$ cat src/rtl/crypto_pkg.sv
// Shared definitions for the crypto pipeline scheduler: datapath widths,
// scheduler state encoding and the round-robin pointer advance helper.
package crypto_pkg;

  localparam int DATA_W = 16;
  localparam int KEY_W  = 6;

  typedef enum logic [1:0] {
    IDLE  = 2'd0,
    ISSUE = 2'd1,
    DRAIN = 2'd2
  } sched_state_t;

  // Index of the client that follows idx in a ring of n clients.
  function automatic int rr_next(input int idx, input int n);
    return ((idx + 1) >= n) ? 0 : (idx + 1);
  endfunction

endpackage

$ cat src/rtl/crypto_rr_arbiter.sv
// Combinational round-robin arbiter: scans the request vector starting at
// the pointer position and returns the first requester as a one-hot grant
// plus its index. The pointer register itself lives in the scheduler.
module crypto_rr_arbiter #(
  parameter int NUM_REQ = 4,
  parameter int ID_W    = 2
) (
  input  logic [NUM_REQ-1:0] req,
  input  logic [ID_W-1:0]    ptr,
  output logic [NUM_REQ-1:0] gnt,
  output logic [ID_W-1:0]    winner,
  output logic               any
);

  localparam int IDX_W = (NUM_REQ > 1) ? $clog2(NUM_REQ) : 1;

  logic [ID_W:0] pos_s;
  logic          hit_s;

  // Walk the ring from ptr; the first set request wins.
  always_comb begin
    gnt    = '0;
    winner = '0;
    any    = 1'b0;
    pos_s  = '0;
    hit_s  = 1'b0;
    for (int k = 0; k < NUM_REQ; k++) begin
      pos_s  = {1'b0, ptr} + (ID_W+1)'(k);
      pos_s  = (pos_s >= (ID_W+1)'(NUM_REQ)) ? (pos_s - (ID_W+1)'(NUM_REQ)) : pos_s;
      hit_s  = ~any & req[pos_s[IDX_W-1:0]];
      gnt[pos_s[IDX_W-1:0]] = gnt[pos_s[IDX_W-1:0]] | hit_s;
      winner = hit_s ? pos_s[ID_W-1:0] : winner;
      any    = any | hit_s;
    end
  end

endmodule

$ cat src/rtl/crypto_pipe_sched.sv
// Multi-client scheduler for the 3-stage crypto pipeline. Arbitrates clients
// round-robin, issues one word per cycle, drains the pipeline before any key
// change (stage 3 consumes live FSM state), and routes each result back to
// the client that issued it using a tag shift register.
module crypto_pipe_sched
  import crypto_pkg::*;
#(
  parameter int NUM_REQ  = 4,
  parameter int PIPE_LAT = 4,
  parameter int ID_W     = 2
) (
  input  logic                      clk,
  input  logic                      rst,
  input  logic [NUM_REQ-1:0]        req_valid,
  output logic [NUM_REQ-1:0]        req_ready,
  input  logic [NUM_REQ*DATA_W-1:0] req_data,
  input  logic [NUM_REQ*KEY_W-1:0]  req_key,
  output logic                      pipe_valid,
  output logic [DATA_W-1:0]         pipe_data,
  output logic [KEY_W-1:0]          pipe_key,
  input  logic [DATA_W-1:0]         pipe_res_data,
  output logic                      rsp_valid,
  output logic [ID_W-1:0]           rsp_id,
  output logic [DATA_W-1:0]         rsp_data,
  output logic                      busy
);

  localparam int CNT_W = $clog2(PIPE_LAT + 1);

  sched_state_t         state_r, state_nxt_s;
  logic [ID_W-1:0]      rr_ptr_r;
  logic                 pend_r;
  logic [ID_W-1:0]      pend_id_r;

  logic [NUM_REQ-1:0]   arb_gnt_s;
  logic [ID_W-1:0]      arb_win_s;
  logic                 arb_any_s;

  logic [NUM_REQ-1:0]   pend_oh_s;
  logic                 pend_ok_s;
  logic [NUM_REQ-1:0]   win_oh_s;
  logic [ID_W-1:0]      win_idx_s;
  logic                 win_any_s;
  logic [DATA_W-1:0]    win_data_s;
  logic [KEY_W-1:0]     win_key_s;

  logic                 grant_s;
  logic                 drain_go_s;

  logic [PIPE_LAT-1:0]  tag_vld_r;
  logic [ID_W-1:0]      tag_id_r [PIPE_LAT];
  logic                 exit_vld_r;
  logic [ID_W-1:0]      exit_id_r;
  logic [CNT_W-1:0]     inflight_r, inflight_nxt_s;

  crypto_rr_arbiter #(
    .NUM_REQ (NUM_REQ),
    .ID_W    (ID_W)
  ) u_arb (
    .req    (req_valid),
    .ptr    (rr_ptr_r),
    .gnt    (arb_gnt_s),
    .winner (arb_win_s),
    .any    (arb_any_s)
  );

  // Decode the client latched during a drain into a one-hot vector.
  always_comb begin
    pend_oh_s = '0;
    for (int i = 0; i < NUM_REQ; i++) begin
      pend_oh_s[i] = (ID_W'(i) == pend_id_r);
    end
  end

  // Pick the winner: a latched drain winner has priority over the arbiter,
  // then mux out its word and key with an AND-OR select.
  always_comb begin
    pend_ok_s  = pend_r & (|(pend_oh_s & req_valid));
    win_oh_s   = pend_ok_s ? pend_oh_s : arb_gnt_s;
    win_idx_s  = pend_ok_s ? pend_id_r : arb_win_s;
    win_any_s  = pend_ok_s | arb_any_s;
    win_data_s = '0;
    win_key_s  = '0;
    for (int i = 0; i < NUM_REQ; i++) begin
      win_data_s = win_data_s | ({DATA_W{win_oh_s[i]}} & req_data[DATA_W*i +: DATA_W]);
      win_key_s  = win_key_s  | ({KEY_W{win_oh_s[i]}}  & req_key[KEY_W*i +: KEY_W]);
    end
  end

  // Scheduler FSM: grant when the key matches or the pipe is empty, else drain.
  always_comb begin
    state_nxt_s = state_r;
    grant_s     = 1'b0;
    drain_go_s  = 1'b0;
    case (state_r)
      IDLE, ISSUE: begin
        if (win_any_s) begin
          if ((win_key_s == pipe_key) || (inflight_r == '0)) begin
            grant_s     = 1'b1;
            state_nxt_s = ISSUE;
          end else begin
            drain_go_s  = 1'b1;
            state_nxt_s = DRAIN;
          end
        end else begin
          state_nxt_s = IDLE;
        end
      end
      DRAIN: begin
        if (inflight_r == '0) begin
          state_nxt_s = ISSUE;
        end else begin
          state_nxt_s = DRAIN;
        end
      end
      default: begin
        state_nxt_s = IDLE;
      end
    endcase
  end

  // Ready is combinational so the handshake and the issue happen in one cycle;
  // it is forced low while reset is asserted.
  assign req_ready = (grant_s & ~rst) ? win_oh_s : '0;

  // In-flight count: an issue and an exit in the same cycle cancel out.
  always_comb begin
    case ({grant_s, tag_vld_r[PIPE_LAT-1]})
      2'b10:   inflight_nxt_s = inflight_r + CNT_W'(1);
      2'b01:   inflight_nxt_s = inflight_r - CNT_W'(1);
      default: inflight_nxt_s = inflight_r;
    endcase
  end

  assign busy = (inflight_r != '0) || (state_r != IDLE);

  // FSM state, round-robin pointer and latched drain winner.
  always_ff @(posedge clk or posedge rst) begin
    if (rst) begin
      state_r   <= IDLE;
      rr_ptr_r  <= '0;
      pend_r    <= 1'b0;
      pend_id_r <= '0;
    end else begin
      state_r <= state_nxt_s;
      if (grant_s) begin
        rr_ptr_r <= ID_W'(rr_next(int'(win_idx_s), NUM_REQ));
      end
      if (grant_s) begin
        pend_r <= 1'b0;
      end else if (drain_go_s) begin
        pend_r    <= 1'b1;
        pend_id_r <= win_idx_s;
      end else if (!pend_ok_s) begin
        pend_r <= 1'b0;
      end
    end
  end

  // Issue register; the key register doubles as the current pipeline key.
  always_ff @(posedge clk or posedge rst) begin
    if (rst) begin
      pipe_valid <= 1'b0;
      pipe_data  <= '0;
      pipe_key   <= '0;
    end else begin
      pipe_valid <= grant_s;
      if (grant_s) begin
        pipe_data <= win_data_s;
        pipe_key  <= win_key_s;
      end
    end
  end

  // Tag shift register tracking which client owns each word in the pipe.
  always_ff @(posedge clk or posedge rst) begin
    if (rst) begin
      tag_vld_r  <= '0;
      for (int i = 0; i < PIPE_LAT; i++) begin
        tag_id_r[i] <= '0;
      end
      exit_vld_r <= 1'b0;
      exit_id_r  <= '0;
      inflight_r <= '0;
    end else begin
      tag_vld_r[0] <= grant_s;
      tag_id_r[0]  <= grant_s ? win_idx_s : '0;
      for (int i = 1; i < PIPE_LAT; i++) begin
        tag_vld_r[i] <= tag_vld_r[i-1];
        tag_id_r[i]  <= tag_id_r[i-1];
      end
      exit_vld_r <= tag_vld_r[PIPE_LAT-1];
      exit_id_r  <= tag_id_r[PIPE_LAT-1];
      inflight_r <= inflight_nxt_s;
    end
  end

  // Response register: capture the stage-3 word alongside its exiting tag.
  always_ff @(posedge clk or posedge rst) begin
    if (rst) begin
      rsp_valid <= 1'b0;
      rsp_id    <= '0;
      rsp_data  <= '0;
    end else begin
      rsp_valid <= exit_vld_r;
      if (exit_vld_r) begin
        rsp_id   <= exit_id_r;
        rsp_data <= pipe_res_data;
      end
    end
  end

endmodule

$ cat config.mk
export PLATFORM = sky130hd
export DESIGN_NAME = crypto_pipe_sched
export DESIGN_NICKNAME = d
export VERILOG_FILES = /design/src/rtl/crypto_pkg.sv /design/src/rtl/crypto_rr_arbiter.sv /design/src/rtl/crypto_pipe_sched.sv
export SDC_FILE = /design/constraint.sdc
export NUM_CORES = 1
export LEC_CHECK = 0
export BUFFER_PORTS_ARGS = -buffer_cell sky130_fd_sc_hd__buf_2
export CORE_MARGIN = 5
export CORE_UTILIZATION = 50
export CTS_BUF_LIST = sky130_fd_sc_hd__clkbuf_16
export DETAILED_ROUTE_END_ITERATION = 16
export PLACE_DENSITY = 0.78
export SLEW_MARGIN = 20
export SYNTH_ARGS = -nofsm -noshare
export SYNTH_HDL_FRONTEND = slang
export SYNTH_HIERARCHICAL = 1
export SYNTH_SLANG_ARGS = --single-unit
$ cat constraint.sdc
create_clock -name clk -period 9.34 [get_ports clk]
set_clock_uncertainty 0.2 [all_clocks]
set_input_delay 0.467 -clock clk [delete_from_list [all_inputs] [get_ports clk]]
set_output_delay 0.467 -clock clk [all_outputs]
set_load 0.01 [all_outputs]
==> results_dict.tcl, run 1 <==
set metrics [dict create \
    max-cap-violations 0 \
    core_um2 7770 \
    grt_pass1_wl_um 17300 \
    grt.total_usage_pct 21.4 \
    cts_sinks 66 \
    slew_violations 0 \
    hold_path_class "reg -> reg" \
    ys_ff_latch 66 \
    fin_crit_ps 7340 \
    power.total_mw 2.32 \
    critical_path_class "reg -> out" \
    dr_total_vias 3561 \
    synthArstFlopShare_pct 100 \
    cts_tree "yes" \
    netlist_instances 369 \
    numCtsBuffers 9 \
    fin_tns_setup_ps 0 \
    yosys.area.top_type_share_pct 41.1 \
    syn_nets 485 \
    grt_util_met1_pct 26.7 \
    post_cts_buffers 0 \
    drt_iter0_markers 145 \
    die-height_um 99.7 \
    die_area_um2 9930 \
    yosysTopAreaCell "dfrtp_1" \
    synth_edf_count 0 \
    start_util_pct 51.8 \
    drc_errors 0 \
    drive_gt1_share_pct 46.6 \
    fmax_ghz 0.136 \
    met3_usage_pct 5.68 \
    cts_hold_buffers 0 \
    finalSetupViolCount 0 \
    fin_crit_sh_pct 78.6 \
    rows 32 \
    hold_viol 0 \
    ir_drop_mv 0.320 \
    cpMostUsedCell "mux2i_1" \
    routedWlPerCell_um 16.7 \
    relSlewSlack_pct 33.2 \
    die_x_um 99.7 \
    rsz0062_at_grt "false" \
    grt.busiest_layer "met2" \
    p_leak_nw 2.45 \
    n_antenna_cell 0 \
    dp_hpwl_um 7770 \
    post_cts_resized 0 \
    ios 157 \
    crit_path_end_kind "output port" \
    area_growth_pct 26.4 \
    place.gp.congestion 0.879 \
    antenna_found_initial 0 \
    critPathMaxStageDelay_ps 860 \
    crit_chain "inv_1, ha_1, mux4_2, mux2_4, a22oi_1, o32ai_1, nor4_1, o21a_2, mux2i_1, mux2i_1, o21ai_0, a22o_1, a222oi_1, a221oi_2, a2111oi_4, a31o_4, and3_1, buf_2" \
    tightest_slew_ps 1000 \
    synth.most_common_cell "dfrtp_1" \
    worstSetupStartpointType "flip-flop" \
    nNetsFinal 628 \
    met2_usage_pct 35.9 \
    crit_path_top_delay_cell "dfrtp_1" \
    placed_area_um2 4780 \
    p_per_area_nw_per_um2 457 \
    drt-total-wl_um 10300 \
    synth_common_cells "dfrtp_1, mux2_2, a22oi_1, nand2_1, nor2_1" \
    yosysWarnings 6 \
    synthTopCellsByArea "dfrtp_1, mux2_2, a22oi_1" \
    cp.arrival_ps 6670 \
    grt-ovfl-total 0 \
    status "finished clean" \
    cp_max_fo 29 \
    insertion_delay_ps 320 \
    ys_seq_area_share_pct 41.1 \
    syn_avg_cell_area_um2 10.9 \
    path_clk_slew_ps 50 \
    root_buffer "clkbuf_16" \
    critPathTopFamily "compound AO/OA/AOI/OAI gates" \
    yosysUniqueCellTypes 58 \
    ys.flop_type "dfrtp_1" \
    critical_path_buf_inv_count 2 \
    syn_area_um2 4020 \
    clockBufferDepth 2 \
    port_buffers 156 \
    h-tree-depth 3 \
    required_ps 8670 \
    grt_pass1_vias 3670 \
    fill_cells 612 \
    antenna_left 0 \
    dr.pass1.iters 5 \
    design_area_um2 5080 \
    grt_start_max_net_pins 71 \
    viasPerCell 5.75 \
]
[sequential cells by signal (all words and copies together) (netlist names)]
signal	cells
pipe_data	16
rsp_data	16
tag_id_r	8
pipe_key	6
tag_vld_r	4
inflight_r	3
exit_id_r	2
pend_id_r	2
rr_ptr_r	2
rsp_id	2
state_r	2
exit_vld_r	1
pend_r	1
rsp_valid	1
[logic make-up (layout without fill, tap and decap cells)]
family / after synthesis / in the layout / share of synthesized area, %
xor gates and xnor gates: 4 / 4 / 0.872
DFF: 66 / 66 / 41.1
AOI/OAI and AO/OA: 102 / 102 / 20.2
buffers and inverters: 38 / 186 / 5.26
muxes: 62 / 62 / 18.9
and+or+nand+nor: 91 / 91 / 11.6
adders and majority gates: 6 / 6 / 2.05
[cell usage in the layout, fill, tap and decap left out, types with 4 or more instances in the layout]
cell type / netlist / layout
nor2_1: 18 / 18
a22o_1: 4 / 4
mux2_2: 44 / 44
dfrtp_1: 66 / 66
o21ai_0: 5 / 5
nor3_1: 5 / 4
nand2b_1: 6 / 6
a21oi_1: 12 / 12
inv_1: 12 / 12
mux2i_1: 9 / 9
a22oi_1: 35 / 35
nor2b_1: 7 / 7
nand3b_1: 5 / 5
nand2_1: 26 / 26
and3_1: 5 / 5
clkbuf_16: 0 / 9
and2_1: 5 / 5
mux2_4: 4 / 4
ha_1: 5 / 5
a211oi_1: 5 / 5
a31oi_1: 8 / 8
mux4_2: 5 / 5
buf_2: 8 / 156
[worst paths after layout]
kind	startpoint	to	slack, ps	depth (start not counted)
worst max-delay path	rr_ptr_r[0]	req_ready[2]	2000	18
worst min-delay path	tag_vld_r[2]	tag_vld_r[3]	150	0
worst max register to register	rr_ptr_r[0]	inflight_r[2]	2110	23
worst min register to register	tag_vld_r[2]	tag_vld_r[3]	150	0
max in group asynchronous	rst	pipe_data[8]	8220	3
min in group asynchronous	rst	rsp_data[9]	180	3
[through the flow]
step                hold WS (ps)  utilization, %  std cells  worst slack [ps]
CTS                          147            65.4        619              2060
global placement             132            61.6        603              2530
global route                 148            65.4        619              1520
finish                       146            65.4        619              2000
detailed placement           136            61.6        603              2170
floorplan                    131               -        369              3490
[per-layer routing]
metal / routed length [µm] / part of all wire, % / vias to the layer above
met1: 4210 / 41 / 1714
li1: - / - / 1678
met4: 226 / 2.2 / 0
met2: 5110 / 49 / 152
met5: 0 / 0 / -
met3: 782 / 7.6 / 17
[power by group]
part,total (mW),switching (mW),internal [mW]
logic,1.48,0.833,0.645
clock network,0.325,0.119,0.206
registers,0.520,0.113,0.407
total,2.32,1.07,1.26
[cell type report]
cell class | instances | area (µm²) | area share [%]
flip-flops and latches | 66 | 1650 | 32.5
multi-input cells | 265 | 2170 | 42.7
clock inverters | 7 | 68.8 | 1.35
inverters | 12 | 45.0 | 0.886
repair buffers | 158 | 796 | 15.7
clock buffers | 9 | 225 | 4.43
well taps | 102 | 128 | 2.51
No activity file was read; power rests on OpenSTA's default activity.
==> run 2: changes to the inputs <==
CORE_UTILIZATION = 49   (was 50)
PLACE_DENSITY = 0.76   (was 0.78)
clock period = 6.8 ns   (was 9.34 ns; I/O delays follow)
==> run 2 against run 1 <==
  * Via count grew 1.4%
  * Critical path depth is 1 higher
  * Total power is 40% higher
  * Die area increased by 1.8%
  * Final area grew 0.94%
  * Cell count rose by 0.97%
  * Count of clock-buffer cells in the layout stayed put
  * Combinational power rose by 43%
  * First-iteration DRC count grew 56%
  * Global-route usage fell by 0.80 points
  * Critical endpoint unchanged
  * Largest cell class unchanged
==> results_dict.tcl, run 2 (synthesized netlist as in run 1, its figures left out) <==
set metrics [dict create \
    status "finished clean" \
    fin_crit_ps 6400 \
    worstReg2RegEnd "inflight_r[2]" \
    rsz0062_at_grt "false" \
    port_buffers 156 \
    die-height_um 101 \
    crit_path_top_delay_cell "mux4_2" \
    die_area_um2 10100 \
    largestRegisters "pipe_data: 16 flops, rsp_data: 16 flops, tag_id_r: 8 flops" \
    critPathTopFamily "compound AO/OA/AOI/OAI gates" \
    drt_iter0_markers 226 \
    post-route-util_pct 63.4 \
    rows 33 \
    place.gp.congestion 0.855 \
    grt.total_usage_pct 20.6 \
    n_antenna_cell 0 \
    root_buffer "clkbuf_16" \
    area_growth_pct 27.6 \
    ir_drop_mv 0.700 \
    cts_sinks 66 \
    grt_pass1_wl_um 16800 \
    worstSetupStartpointType "flip-flop" \
    p_per_area_nw_per_um2 634 \
    grt-ovfl-total 0 \
    relSlewSlack_pct 25.3 \
    placed_area_um2 4800 \
    min_from "pipe_res_data[9]" \
    critical_path_class "reg -> out" \
    reg2reg_slack_ps 480 \
    cts_tree "yes" \
    dr.pass1.iters 5 \
    critical_path_buf_inv_count 3 \
    antenna_left 0 \
    max-cap-violations 0 \
    routedWlPerCell_um 16.9 \
    slew_violations 0 \
    reg2reg_from "rr_ptr_r[1]" \
    tightest_slew_ps 1110 \
    layout_commonest_cell "buf_2" \
    clockBufferDepth 2 \
    dp_hpwl_um 7950 \
    required_ps 6260 \
    start_util_pct 49.7 \
    crit_start "rr_ptr_r[1]" \
    core_um2 8090 \
    cp_max_fo 30 \
    crit_chain "inv_1, ha_2, mux4_2, mux2_4, a22oi_1, o32ai_1, nor4_1, o21a_2, o21ai_1, mux2_2, a21oi_1, o2bb2ai_4, and2_1, or3_1, a32oi_1, a31o_4, buf_6, and3_1, buf_2" \
    path_clk_slew_ps 60 \
    cp.arrival_ps 5860 \
    h-tree-depth 3 \
    drc_errors 0 \
    hold_path_depth 2 \
    layout_common_cells "buf_2, dfrtp_1, mux2_2, a22oi_1, nand2_1" \
    final_cells 625 \
    hold_path_class "in -> reg" \
    ff2ff_path_depth 23 \
    grt_pass1_vias 3512 \
    p_leak_nw 2.46 \
    fill_cells 695 \
    finalSetupViolCount 0 \
    dr_total_vias 3612 \
    hold_viol 0 \
    whs_ps 51.6 \
    fin_crit_sh_pct 94.2 \
    drt-total-wl_um 10600 \
    numCtsBuffers 9 \
    die_x_um 101 \
    design_area_um2 5130 \
    ios 157 \
    finalWorstSetupSlack_ps 398 \
    fin_tns_setup_ps 0 \
    nNetsFinal 631 \
    dp_slack_ps 360 \
    viasPerCell 5.78 \
    place_inst 608 \
    drive_gt1_share_pct 47.7 \
    insertion_delay_ps 320 \
    multi_input_comb_area_um2 2180 \
    path_depth 19 \
    grt_start_max_net_pins 67 \
    critPathMaxStageDelay_ps 520 \
    fmax_ghz 0.156 \
    antenna_found_initial 0 \
    regArea_um2 1650 \
    power.total_mw 3.25 \
    crit_path_end_kind "output port" \
    min_to "rsp_data[9]" \
]
[run 2: metal layers]
layer  global-route usage (%)  vias to the layer above  part of all wire (%)
met1                     27.5                     1752                    41
met5                        0                        -                     0
met2                     34.0                      166                    50
met4                     5.39                        0                   1.5
met3                     4.64                       14                   7.0
li1                         -                     1680                     -
[run 2: power breakdown]
group | leakage [nW] | switching [mW] | internal (mW)
clock network | 0.135 | 0.163 | 0.282
logic | 1.50 | 1.19 | 0.926
registers | 0.825 | 0.137 | 0.560
total | 2.46 | 1.49 | 1.77
[run 2: timing repair]
action,in CTS,in global routing
hold buffers,0,0
setup endpoints to repair,0,6
gates resized for setup,0,6
setup buffers,0,1
[run 2: layout make-up]
type | instances | area share (%)
Clock buffer | 9 | 4.39
Clock inverter | 7 | 1.37
Tap cell | 105 | 2.56
Sequential cell | 66 | 32.2
Multi-Input combinational cell | 265 | 42.6
Timing Repair Buffer | 161 | 16.0
Inverter | 12 | 0.878
[run 2: worst max-delay path by stage]
stage	end	slack, ps
floorplan	inflight_r[2]	950
global placement	req_ready[2]	630
detailed placement	inflight_r[2]	360
CTS	req_ready[2]	3
global route	req_ready[0]	70
finish	req_ready[2]	400
